===== src/rtl/pixel_valid_if.sv =====
// Pixel stream bundle without backpressure.
// pixel : 24-bit pixel, packed {red, green, blue}, 8 bits each
// valid : pixel is present this cycle
interface pixel_valid_if;
  logic [23:0] pixel;
  logic        valid;

  modport master (output pixel, output valid);
  modport slave  (input  pixel, input  valid);
endinterface


===== src/rtl/median_output_framer.sv =====
// Output framer for the median filter. Buffers the filtered pixel stream in a
// small first-word-fall-through FIFO, tags each beat with sof/eol/eof and
// re-emits it on a valid/ready port. Pulses done_o once the frame has drained,
// counts completed frames and flags dropped input pixels.
//
// Ports:
//   clk, rst          clock, synchronous active-high reset
//   start_i           arms the block for one frame (honoured in IDLE only)
//   pixel_valid_if_i  filtered pixel stream in (no backpressure)
//   m_pixel_o/m_valid_o/m_ready_i  output beat handshake
//   m_sof_o/m_eol_o/m_eof_o        tags of the current output beat
//   done_o            one-cycle pulse when the frame has fully drained
//   overflow_o        sticky: an input pixel was dropped this frame
//   frame_cnt_o       completed-frame count, wraps at 2^16
//
// state  | meaning
// IDLE   | waiting for start_i; input pixels ignored
// ACTIVE | counting and buffering input pixels of the frame
// DRAIN  | frame fully counted; waiting for the FIFO to empty
module median_output_framer #(
  parameter int IMAGE_LEN    = 1080,
  parameter int IMAGE_HEIGHT = 720,
  parameter int FIFO_DEPTH   = 16
) (
  input  logic                clk,
  input  logic                rst,
  input  logic                start_i,
  pixel_valid_if.slave        pixel_valid_if_i,
  output logic [23:0]         m_pixel_o,
  output logic                m_valid_o,
  input  logic                m_ready_i,
  output logic                m_sof_o,
  output logic                m_eol_o,
  output logic                m_eof_o,
  output logic                done_o,
  output logic                overflow_o,
  output logic [15:0]         frame_cnt_o
);

  localparam int XW = (IMAGE_LEN - 1 > 1) ? $clog2(IMAGE_LEN - 1) : 1;
  localparam int YW = (IMAGE_HEIGHT - 1 > 1) ? $clog2(IMAGE_HEIGHT - 1) : 1;
  localparam int AW = $clog2(FIFO_DEPTH);
  localparam int CW = AW + 1;

  localparam logic [XW-1:0] X_LAST  = XW'(IMAGE_LEN - 2);
  localparam logic [YW-1:0] Y_LAST  = YW'(IMAGE_HEIGHT - 2);
  localparam logic [CW-1:0] DEPTH_C = CW'(FIFO_DEPTH);

  typedef enum logic [1:0] {
    IDLE   = 2'd0,
    ACTIVE = 2'd1,
    DRAIN  = 2'd2
  } state_t;

  state_t state_q, state_d;

  logic [XW-1:0] x_q;
  logic [YW-1:0] y_q;
  logic [AW-1:0] wr_ptr_q, rd_ptr_q;
  logic [CW-1:0] count_q;
  logic [26:0]   mem [FIFO_DEPTH];
  logic [26:0]   head;

  logic empty, full, pop, push, drop, in_pixel;
  logic x_last, y_last;
  logic tag_sof, tag_eol, tag_eof;
  logic clear_frame;
  logic done;

  assign empty    = (count_q == '0);
  assign full     = (count_q == DEPTH_C);
  assign pop      = !empty && m_ready_i;
  assign in_pixel = (state_q == ACTIVE) && pixel_valid_if_i.valid;
  // A full FIFO still accepts a pixel when the head leaves in the same cycle.
  assign push     = in_pixel && (!full || pop);
  assign drop     = in_pixel && full && !pop;

  assign x_last  = (x_q == X_LAST);
  assign y_last  = (y_q == Y_LAST);
  assign tag_sof = (x_q == '0) && (y_q == '0);
  assign tag_eol = x_last;
  assign tag_eof = x_last && y_last;

  always_comb begin
    state_d     = state_q;
    clear_frame = 1'b0;
    done        = 1'b0;
    case (state_q)
      IDLE: begin
        if (start_i) begin
          state_d     = ACTIVE;
          clear_frame = 1'b1;
        end
      end
      ACTIVE: begin
        // Dropped pixels still count, so a dropped eof pixel ends the frame.
        if (in_pixel && x_last && y_last) state_d = DRAIN;
      end
      DRAIN: begin
        if (empty) begin
          done    = 1'b1;
          state_d = IDLE;
        end
      end
      default: state_d = IDLE;
    endcase
  end

  always_ff @(posedge clk) begin
    if (rst) state_q <= IDLE;
    else     state_q <= state_d;
  end

  always_ff @(posedge clk) begin
    if (rst || clear_frame) begin
      x_q <= '0;
      y_q <= '0;
    end else if (in_pixel) begin
      if (x_last) begin
        x_q <= '0;
        y_q <= y_last ? '0 : y_q + 1'b1;
      end else begin
        x_q <= x_q + 1'b1;
      end
    end
  end

  always_ff @(posedge clk) begin
    if (rst || clear_frame) overflow_o <= 1'b0;
    else if (drop)          overflow_o <= 1'b1;
  end

  always_ff @(posedge clk) begin
    if (rst)       frame_cnt_o <= '0;
    else if (done) frame_cnt_o <= frame_cnt_o + 16'd1;
  end

  always_ff @(posedge clk) begin
    if (rst) begin
      wr_ptr_q <= '0;
      rd_ptr_q <= '0;
      count_q  <= '0;
    end else begin
      if (push) wr_ptr_q <= wr_ptr_q + 1'b1;
      if (pop)  rd_ptr_q <= rd_ptr_q + 1'b1;
      case ({push, pop})
        2'b10:   count_q <= count_q + 1'b1;
        2'b01:   count_q <= count_q - 1'b1;
        default: count_q <= count_q;
      endcase
    end
  end

  // Storage needs no reset: entries are only visible once counted in count_q.
  always_ff @(posedge clk) begin
    if (push) mem[wr_ptr_q] <= {tag_sof, tag_eol, tag_eof, pixel_valid_if_i.pixel};
  end

  assign head = mem[rd_ptr_q];

  // Gate the head with empty so stale storage never reaches the outputs.
  assign m_valid_o = !empty;
  assign m_pixel_o = empty ? 24'd0 : head[23:0];
  assign m_sof_o   = !empty && head[26];
  assign m_eol_o   = !empty && head[25];
  assign m_eof_o   = !empty && head[24];
  assign done_o    = done;

endmodule


===== src/flat_wrapper.sv =====
// flat-port wrapper written by rule: the top's interface ports become plain ports
module median_output_framer_flat 
#(
  parameter int IMAGE_LEN    = 1080,
  parameter int IMAGE_HEIGHT = 720,
  parameter int FIFO_DEPTH   = 16
)
  (clk, rst, start_i, m_pixel_o, m_valid_o, m_ready_i, m_sof_o, m_eol_o, m_eof_o, done_o, overflow_o, frame_cnt_o, pixel_valid_if_i_pixel, pixel_valid_if_i_valid);
  pixel_valid_if pixel_valid_if_i_i ();
  input  logic clk;
  input  logic rst;
  input  logic start_i;
  output logic [23:0] m_pixel_o;
  output logic m_valid_o;
  input  logic m_ready_i;
  output logic m_sof_o;
  output logic m_eol_o;
  output logic m_eof_o;
  output logic done_o;
  output logic overflow_o;
  output logic [15:0] frame_cnt_o;
  input wire logic [$bits(pixel_valid_if_i_i.pixel)-1:0] pixel_valid_if_i_pixel;
  input wire logic [$bits(pixel_valid_if_i_i.valid)-1:0] pixel_valid_if_i_valid;
  assign pixel_valid_if_i_i.pixel = pixel_valid_if_i_pixel;
  assign pixel_valid_if_i_i.valid = pixel_valid_if_i_valid;
  median_output_framer #(.IMAGE_LEN(IMAGE_LEN), .IMAGE_HEIGHT(IMAGE_HEIGHT), .FIFO_DEPTH(FIFO_DEPTH)) u_core (.clk(clk), .rst(rst), .start_i(start_i), .pixel_valid_if_i(pixel_valid_if_i_i), .m_pixel_o(m_pixel_o), .m_valid_o(m_valid_o), .m_ready_i(m_ready_i), .m_sof_o(m_sof_o), .m_eol_o(m_eol_o), .m_eof_o(m_eof_o), .done_o(done_o), .overflow_o(overflow_o), .frame_cnt_o(frame_cnt_o));
endmodule

===== config.mk =====
export PLATFORM = sky130hd
export DESIGN_NAME = median_output_framer_flat
export DESIGN_NICKNAME = d
export VERILOG_FILES = /design/src/rtl/pixel_valid_if.sv /design/src/rtl/median_output_framer.sv /design/src/flat_wrapper.sv
export SDC_FILE = /design/constraint.sdc
export NUM_CORES = 1
export LEC_CHECK = 0
export CAP_MARGIN = 25
export CORE_UTILIZATION = 55
export CTS_CLUSTER_SIZE = 16
export DETAILED_ROUTE_END_ITERATION = 8
export DONT_BUFFER_PORTS = 1
export PLACE_DENSITY = 0.81
export REMOVE_ABC_BUFFERS = 1
export SYNTH_ARGS = -nofsm -noshare
export SYNTH_HDL_FRONTEND = slang
export SYNTH_SLANG_ARGS = --single-unit

===== constraint.sdc =====
create_clock -name clk -period 9.12 [get_ports clk]
set_clock_uncertainty 0.05 [all_clocks]
set_input_delay 0.456 -clock clk [delete_from_list [all_inputs] [get_ports clk]]
set_output_delay 0.456 -clock clk [all_outputs]
set_load 0.05 [all_outputs]

Word level (Yosys, flattened, before mapping)
Memories as Yosys holds them, arrays and structs flattened. A register that Yosys moved wholly into a read port is not among the register bits.
Index checks and enable logic that the tools add are counted.
Widths: inputs -> output; s select.
- memories kept: 1
- input port bits: 29
- output and inout port bits: 46
- bits in writable memories: 432
- logic and storage cells: 66
- bits in registers: 53
- muxes and demuxes: 16
- add/sub/neg operators: 7
- reduce and logical (&&, ||, !) cells: 24
- equal/unequal tests: 10
- memory list (name ; depth ; bits a word ; read ports ; clocked after Yosys merged registers in ; wr ports ; line ; source):
    u_core.mem ; 16 ; 27 ; 1 ; 1 ; 1 ; median_output_framer.sv:61 ; logic [26:0] mem [FIFO_DEPTH];
- operators with widths (cell ; count):
    $mux 24 ; 1
    $add 16x1->16 const B ; 1
    $logic_and 1x1->1 ; 12
    $add 11x1->11 const B ; 1
    $eq 11x11->1 const B ; 1
    $logic_not 11->1 ; 1
    $mux 11 ; 1
    $add 10x1->10 const B ; 1
    $eq 10x10->1 const B ; 1
    $logic_not 10->1 ; 1
    $mux 10 ; 1
    $pmux 5 s2 ; 1
    $add 4x1->4 const B ; 2
    $mux 4 ; 2
    $mux 1 ; 6
    $mux 2 ; 3
    $pmux 2 s3 ; 1
    $add 5x1->5 const B ; 1
    $eq 5x5->1 const B ; 1
    $logic_not 5->1 ; 1
    $sub 5x1->5 const B ; 1
    $eq 2x1->1 const B ; 2
    $eq 2x2->1 const B ; 2
    $ne 2x2->1 const B ; 2
    7 further kinds ; 10

Depth between registers and ports, before layout
Gate-level depths: netlist (run 1).
- word-level depth: 7
- mapped depth: 9
- gate-level depth less buffers: 9

Least setup slack after synthesis (run 1)
OpenSTA, ideal clock, no wires.
- path kind: flip-flop to flip-flop
- start point: register u_core.count_q[1]
- end point: memory u_core.mem[3][0] (enable)
- path buffers: 2
- setup slack: 5.688 ns
- arrival time: 2.937 ns
- required time: 8.625 ns
- clock period less this slack: 3.432 ns
- setup time: 0.445 ns
- cell stages (with the launch flop): 7
- cells stage by stage: dfxtp_1 -> or4_4 -> buf_6 -> o31a_1 -> buf_6 -> nand2_1 -> nor3_1
- longest elaborated chain between the ends: 7
- elaborated cells between the ends (all ways): 9
- classes of those cells: eq/ne (1); mux (2); reduce/logical (6)
- RTL lines (element ; line ; source):
    start: declaration ; median_output_framer.sv:60 ; logic [CW-1:0] count_q;
    start signal: assignment ; median_output_framer.sv:147 ; 2'b10: count_q <= count_q + 1'b1;
    start signal: assignment ; median_output_framer.sv:148 ; 2'b01: count_q <= count_q - 1'b1;
    start signal: assignment ; median_output_framer.sv:149 ; default: count_q <= count_q;
    $logic_not 5->1 ; median_output_framer.sv:70 ; assign empty = (count_q == '0);
    $logic_not 1->1 ; median_output_framer.sv:72 ; assign pop = !empty && m_ready_i;
    $logic_and 1x1->1 ; median_output_framer.sv:72 ;
    $logic_or 1x1->1 (*) ; median_output_framer.sv:75 ; assign push = in_pixel && (!full || pop);
    $logic_and 1x1->1 (*) ; median_output_framer.sv:75 ;
    $mux 1 (*) ; median_output_framer.sv:156 ; if (push) mem[wr_ptr_q] <= {tag_sof, tag_eol, tag_eof, pixel_valid_if_i.pixel};
    $mux 1 (implied by the code) (*) ; median_output_framer.sv:156 ;
    end: declaration ; median_output_framer.sv:61 ;
Mark *: on every way between the ends. The rest lies on a longest branch, timed or not.

==> impl_metrics.toml, run 1 <==
[yosys]
synth_async_sr_flop_share_pct = 0
yosys-top-cells-area = "edfxtp_1 68%, mux4_2 16%, dfxtp_1 6.0%"
ys.flop_type = "edfxtp_1"
yosysTopAreaCell = "edfxtp_1"
synth.distinct_cells = 45
synth_warnings = 0
synth_top_area_share_pct = 67.8
yosysSeqAreaShare_pct = 73.8
synthCells = 953
syn_area_per_cell_um2 = 20.1
synth-edff-count = 432
ys_seq_elements = 489
synthesis.area_um2 = 19100

[setup_path]
r2r-end = "u_core.mem[11][5]"
rr_worst_depth = 5
critPathKind = "flip-flop to primary output"
worstSetupEndpointType = "primary output"
r2r_setup_slack_ns = 5.97
timing.rr.start = "u_core.state_q[0]"
critPathArrivalTime_ns = 3.55
start_kind = "flip-flop"
path_max_fanout = 66
worst_ep_required_time_ns = 8.61

[final_layout]
fin_cells = 1491
utilization_pct = 63.7
layout_common_cells = "432 x edfxtp_1, 135 x mux4_2, 55 x nor2_1"
final_common_cell = "edfxtp_1"
multi_input_area_um2 = 4890
fin_nets = 1048
nFillCells = 2250
drive_gt1_share_pct = 24.5
num_antenna_cells = 0
regArea_um2 = 14100
postLayoutCellArea_um2 = 21600
area_delta_synth_final_pct = 12.7

[outcome]
status = "completed"

[drt]
wl_per_cell_um = 27.0
drtIter0Drc = 841
drc_errors = 0
drtPass1Iterations = 5
vias = 9296
via_per_inst = 6.23
wl_um = 40300
antenna_left = 0

[floorplanning]
rows = 67
dieArea_um2 = 35500
ioPinCount = 75
core_um2 = 33900
start_util_pct = 56.5
die_w_um = 188
fp.dieH_um = 188

[global_route]
grt_pass1_vias = 9567
grt_max_degree = 67
grt_pass1_wl_um = 60100
grt-ovfl-total = 0
grt_usage_pct = 23.2
antenna_found_initial = 0

[place]
place_congestion = 0.756
portBuffers = 0
dp_cells = 1377
dpl.hpwl_um = 20800
place_area_um2 = 19800
dpl_worst_slack_ns = 5.64

[timing]
timing.fmax_ghz = 0.246
holdWs_ns = 0.0509
slew_violations = 0
hold_viol = 0
final.min_clock_period_ns = 4.06
setup_tns_ns = 0
setup_viol = 0
rsz0062_at_grt = "no"
slew_headroom_pct = 27.0
worst_pin_slew_ns = 1.09
fin_crit_sh_pct = 44.5
setup_slack_ns = 5.06

[power_and_ir_drop]
leakage_nw = 6.61
p_per_area_nw_per_um2 = 240
total_power_mw = 5.17
peakVddDrop_uv = 187

[run]
drv_cap = 0

[min_path]
holdPathStages = 2
hp-class = "primary input to flip-flop"
hp-start = "m_ready_i"

[clocking]
clock_path_buffers = 3
htreeDepth = 2
clock-root-buffer = "clkbuf_16"
cts.sink_count = 489
clk_latency_ns = 0.54
cts_tree = "done"
cts_made_buffers = 47
cts_resized = 0
path_clk_slew_ns = 0.06
## synth_stat cells (6+ instances only)
master    count
edfxtp_1    432
mux4_2      135
nor2_1       67
dfxtp_1      57
xor2_1       30
clkbuf_1     28
and2_1       27
nand2_1      23
nand4_1      18
nand3_1      15
ha_1         13
buf_2        10
inv_1        10
nor3_1       10
a21oi_1       8
xnor2_1       8
and4_1        7
and3_1        6
## worst max-delay path by stage
| stage | start | cells past startpoint | endpoint |
|---|---|---|---|
| final | flip-flop | 4 | m_pixel_o[20] |
| after CTS | flip-flop | 4 | m_pixel_o[20] |
| after floorplan | flip-flop | 3 | m_eof_o |
| after global routing | flip-flop | 4 | m_pixel_o[20] |
| after detailed placement | flip-flop | 4 | m_pixel_o[5] |
| after global placement | flip-flop | 4 | m_pixel_o[5] |
## registers in the layout (all words and copies together), names as in the netlist, named ones only
register	count
u_core.mem	432
u_core.frame_cnt_o	16
u_core.x_q	11
u_core.y_q	10
u_core.count_q	5
u_core.rd_ptr_q	4
u_core.wr_ptr_q	4
u_core.state_q	2
u_core.overflow_o	1
## cell families after synthesis
family | Yosys count | synth area share [%]
xor gates and xnor gates | 38 | 1.74
DFF | 489 | 73.8
buffers and inverters | 56 | 1.28
and+or+nand+nor | 194 | 5.29
AOI/OAI and AO/OA | 23 | 0.844
adders and majority gates | 13 | 0.850
muxes | 140 | 16.2
## critical path, cell delays in order (launching register included)
cell     delay (ns)
dfxtp_4        0.78
buf_4          0.87
mux4_2         0.44
mux4_2         0.52
and2_1         0.36
## where the power goes
part	switching (mW)	total, mW	internal [mW]
logic	0.556	0.798	0.242
clock network	0.802	1.89	1.08
registers	0.0318	2.48	2.45
total	1.39	5.17	3.77
## area by class of cell
class	instances	share of cell area [%]
multi-input combinational	408	22.7
clock buffer	63	5.82
tap	448	2.60
clock inverter	23	1.08
inverter	10	0.174
timing repair buffer	50	2.16
sequential	489	65.5
## timing repair
item	CTS	global route
hold buffers	25	0
endpoints found under the hold margin	417	0
buffers inserted	0	0
## routing by layer
metal | GRT usage [%] | vias to the layer above | part of all wire [%]
met5 | 0 | - | 0
met4 | 6.54 | 0 | 1.9
met3 | 5.20 | 61 | 8.5
met2 | 39.4 | 418 | 52
met1 | 30.4 | 4848 | 38
li1 | - | 3969 | -
Power figures use the tool's default switching activity.
==> run 2: changes to the inputs <==
- ABC_AREA: default -> 1
- clock period: 9.12 -> 3.95 ns (I/O delays scaled with it)
==> impl_metrics.toml, run 2 <==
[clocking]
clk_latency_ns = 0.57
cts_made_buffers = 47
cts.sink_count = 489
clock-root-buffer = "clkbuf_16"
htreeDepth = 2
cts_setup_buffers = 0
clock_path_buffers = 3
cts_resized = 0
cts_tree = "done"
path_clk_slew_ns = 0.06

[setup_path]
path_cells = "buf_12 -> o21ai_0 -> o22ai_1 -> nor2_1 -> nor2_1 -> o21ai_1 -> a21oi_1 -> buf_4"
critical-path-max-stage-delay_ns = 0.61
rr_worst_depth = 11
worstSetupEndpointType = "primary output"
crit_path_top_delay_cell = "dfxtp_4"
path_buf_inv = 2
worst_ep_required_time_ns = 3.70
path_max_fanout = 180
cp.depth = 8
crit_family = "compound AO/OA/AOI/OAI gates"
critPathKind = "flip-flop to primary output"
start_kind = "flip-flop"
critPathArrivalTime_ns = 3.19
cp_common_cell = "nor2_1"

[yosys]
yosysTopAreaCell = "edfxtp_1"
synth-edff-count = 432
synth_async_sr_flop_share_pct = 0
yosysSeqAreaShare_pct = 71.0
yosys-top-cells-area = "edfxtp_1 65%, o21ai_0 5.9%, dfxtp_1 5.7%"
ys_seq_elements = 489
synthCells = 1625
synth_top_area_share_pct = 65.3
ys.flop_type = "edfxtp_1"
synth_warnings = 0
yosysMostFrequentCell = "edfxtp_1"
synthesis.area_um2 = 19900
syn_area_per_cell_um2 = 12.2
synth_commonest_cells = "432 x edfxtp_1, 302 x nor2_1, 234 x o21ai_0"
synth.distinct_cells = 46

[floorplanning]
start_util_pct = 55.9
dieArea_um2 = 36900
core_um2 = 35600
fp.dieH_um = 192
die_w_um = 192
ioPinCount = 75
rows = 69

[drt]
drtPass1Iterations = 5
drc_errors = 0
vias = 13500
via_per_inst = 6.25
drtIter0Drc = 1640
antenna_left = 0
wl_per_cell_um = 21.7
wl_um = 46800

[global_route]
grt_max_degree = 181
grt-ovfl-total = 0
grt_pass1_vias = 13100
grt_pass1_wl_um = 71900
antenna_found_initial = 3
grt_usage_pct = 25.6

[place]
place_congestion = 0.849
dpl.hpwl_um = 25200
place_area_um2 = 20500
dpl_worst_slack_ns = 1.21
portBuffers = 0
dp_cells = 2036

[final_layout]
drive_gt1_share_pct = 9.34
nFillCells = 2514
fin_nets = 1697
postLayoutCellArea_um2 = 22400
fin_cells = 2156
layout_common_cells = "432 x edfxtp_1, 286 x nor2_1, 234 x o21ai_0"
area_delta_synth_final_pct = 12.8
largest_register = "u_core.mem"
top_regs = "u_core.mem: 432 flops, u_core.frame_cnt_o: 16 flops, u_core.x_q: 11 flops"
largest_reg_flops = 432
final_common_cell = "edfxtp_1"
utilization_pct = 63.0

[power_and_ir_drop]
leakage_nw = 7.40
p_per_area_nw_per_um2 = 660
total_power_mw = 14.8
peakVddDrop_uv = 639

[timing]
hold_viol = 0
slew_headroom_pct = 29.4
worst_pin_slew_ns = 1.06
timing.fmax_ghz = 0.291
slew_violations = 0
setup_slack_ns = 0.508
fin_crit_sh_pct = 87.1
rsz0062_at_grt = "no"
final.min_clock_period_ns = 3.44
setup_viol = 0

[min_path]
hp-class = "primary input to flip-flop"
holdPathStages = 6

[run]
drv_cap = 0

[outcome]
status = "completed"
run 2: cell types whose count changed in the layout (fill, tap and decap cells not counted), sizes merged, moves of 57 or more:
| cell | change |
|---|---|
| mux4 | -135 |
| inv | +62 |
| nor2 | +240 |
| nand2 | +67 |
| o221ai | +84 |
| nand3 | +57 |
| o21ai | +246 |
run 2: timing repair:
item,CTS,global route
endpoints found under the setup margin,0,0
hold endpoints to repair,403,0
hold buffers,27,0
run 2: per-stage QoR:
stage / hold slack (ns) / TNS, ns
finish: 0.0219 / 0
global route: 0.0501 / 0
CTS: 0.00731 / 0
detailed placement: 0.221 / 0
global placement: 0.219 / 0
floorplan: 0.217 / -54.75
run 2: layout make-up:
cell class              instances  area, um^2  area share [%]
diodes                          3        7.51          0.0335
clock buffers                  61        1230            5.48
inverters                      73         285            1.27
multi-input cells             967        5120            22.8
flip-flops and latches        489       14100            63.0
repair buffers                 77         763            3.40
well taps                     461         577            2.57
clock inverters                25         317            1.41
run 2: metal layers:
layer	global-route usage, %	vias up	wire length, um
li1	-	6057	-
met1	34.0	6530	18200
met2	42.6	789	23000
met3	4.49	103	4410
met4	8.54	0	1240
met5	0	-	0
run 2: power breakdown:
group,internal [mW],switching (mW)
registers,5.69,0.146
logic,1.21,3.24
clock network,2.61,1.91
total,9.50,5.30
run 2: logic make-up after synthesis:
group | after synthesis | share of synthesized area [%]
AOI/OAI and AO/OA | 425 | 12.5
DFF | 489 | 71.0
and+or+nand+nor | 519 | 11.4
xor gates and xnor gates | 10 | 0.441
buffers and inverters | 169 | 3.82
adders and majority gates | 13 | 0.819
run 2: tightest hold or removal path, stage by stage:
cell,delay (ns)
nand4_1,0.08
nand2_1,0.11
xnor2_1,0.07
nand2_1,0.05
nand3_1,0.06
inv_1,0.05
run 2: path summary, 6_finish.rpt:
| check | from | to | slack (ns) |
|---|---|---|---|
| setup / recovery | flip-flop | m_pixel_o[6] | 0.51 |
| hold / removal | m_ready_i | u_core.count_q[2] | 0.02 |
| setup reg to reg | u_core.x_q[0] | u_core.state_q[0] | 0.95 |
| hold reg to reg | u_core.rd_ptr_q[3] | u_core.rd_ptr_q[3] | 0.46 |
==> run 3: changes to the inputs <==
- ABC_AREA: 1 -> default
==> impl_metrics.toml, run 3 (synthesized netlist as in run 1, its figures left out) <==
[clocking]
cts_tree = "done"
clock-root-buffer = "clkbuf_16"
htreeDepth = 2
cts_setup_buffers = 0
clk_latency_ns = 0.56
cts_resized = 0
cts_made_buffers = 47
cts_hold_buffers = 29
clock_path_buffers = 3
cts.sink_count = 489
path_clk_slew_ns = 0.06

[floorplanning]
dieArea_um2 = 35500
rows = 67
fp.dieH_um = 188
start_util_pct = 56.5
core_um2 = 33900
die_w_um = 188
ioPinCount = 75

[place]
place_congestion = 0.738
dp_cells = 1379
dpl.hpwl_um = 20800
portBuffers = 0

[final_layout]
drive_gt1_share_pct = 24.2
top_regs = "u_core.mem: 432 flops, u_core.frame_cnt_o: 16 flops, u_core.x_q: 11 flops"
fin_nets = 1051
largest_reg_flops = 432
fin_cells = 1494
final_common_cell = "edfxtp_1"
largest_register = "u_core.mem"
area_delta_synth_final_pct = 12.9
layout_common_cells = "432 x edfxtp_1, 135 x mux4_2, 55 x nor2_1"

[global_route]
grt_pass1_vias = 9554
grt_pass1_wl_um = 59100
grt_max_degree = 58
grt_usage_pct = 22.7
antenna_found_initial = 1
grt-ovfl-total = 0

[power_and_ir_drop]
peakVddDrop_uv = 403
p_per_area_nw_per_um2 = 548
leakage_nw = 6.62
total_power_mw = 11.8

[setup_path]
crit_path_top_delay_cell = "dfxtp_4"
critPathArrivalTime_ns = 3.01
path_buf_inv = 1
crit_family = "multiplexers"
path_cells = "buf_12 -> mux4_2 -> mux4_2 -> and2_1"
path_max_fanout = 43
critical-path-max-stage-delay_ns = 0.60
r2r_setup_slack_ns = 0.88
cp_common_cell = "mux4_2"
worstSetupEndpointType = "primary output"
critPathKind = "flip-flop to primary output"
start_kind = "flip-flop"
worst_ep_required_time_ns = 3.70

[drt]
via_per_inst = 6.26
drc_errors = 0
vias = 9348
wl_per_cell_um = 26.3
drtIter0Drc = 969
drtPass1Iterations = 7
antenna_left = 0
wl_um = 39400

[outcome]
status = "completed"

[timing]
setup_viol = 0
slew_violations = 0
worst_pin_slew_ns = 1.11
hold_viol = 0
rsz0062_at_grt = "no"
fin_crit_sh_pct = 82.5
slew_headroom_pct = 25.9
final.min_clock_period_ns = 3.26
timing.fmax_ghz = 0.307

[run]
drv_cap = 0

[min_path]
hp-class = "primary input to flip-flop"
[run 3: cell count changes in the layout (fill, tap and decap cells not counted), sizes merged, moves of 27 or more]
cell	previous run	this run
o21ai	252	6
nor2	307	67
mux4	0	135
o221ai	84	0
nand2	90	23
inv	72	10
nand3	72	15
a21oi	61	10
and2	0	27
[run 3: power breakdown]
group / internal (mW) / total, mW / switching, mW
clock network: 2.44 / 4.25 / 1.80
logic: 0.567 / 1.86 / 1.29
registers: 5.66 / 5.73 / 0.0709
[run 3: worst paths after layout]
| kind | startpoint | endpoint | cells past startpoint |
|---|---|---|---|
| setup / recovery | flip-flop | m_pixel_o[0] | 4 |
| hold / removal | m_ready_i | u_core.count_q[2] | 4 |
| setup reg to reg | u_core.state_q[0] | u_core.mem[15][2] | 5 |
| hold reg to reg | u_core.rd_ptr_q[3] | flip-flop | 2 |
[run 3: stage by stage]
step | instance area [um^2] | TNS [ns] | setup WS, ns | hold WS, ns | util (%)
after floorplan | 18900 | -60.14 | -2.23 | 0.217 | -
after global placement | 19800 | 0 | 1.04 | 0.219 | 58.5
after detailed placement | 19800 | 0 | 0.996 | 0.219 | 58.5
after CTS | 21600 | 0 | 0.625 | 0.00694 | 63.7
after global routing | 21600 | 0 | 0.529 | 0.0557 | 63.8
final | 21600 | 0 | 0.690 | 0.0315 | 63.8
[run 3: worst reg2reg max path, stage by stage (launching register included)]
cell	delay (ns)
dfxtp_1	0.39
and3b_1	0.44
o31a_1	0.52
nand2_1	0.37
nor2_4	0.65
buf_4	0.34
[run 3: layout make-up]
class	count	area, um^2
clock buffer	61	1300
multi-input combinational	408	4890
tap	448	561
inverter	10	37.5
timing repair buffer	53	518
sequential	489	14100
antenna	1	2.50
clock inverter	24	156
fill	2180	12300
[run 3: metal layers]
layer / up-vias / GRT usage, % / share of wire [%]
li1: 3975 / - / -
met4: 0 / 7.17 / 2.6
met5: - / 0 / 0
met3: 84 / 5.08 / 8.1
met1: 4831 / 29.8 / 39
met2: 458 / 38.1 / 51
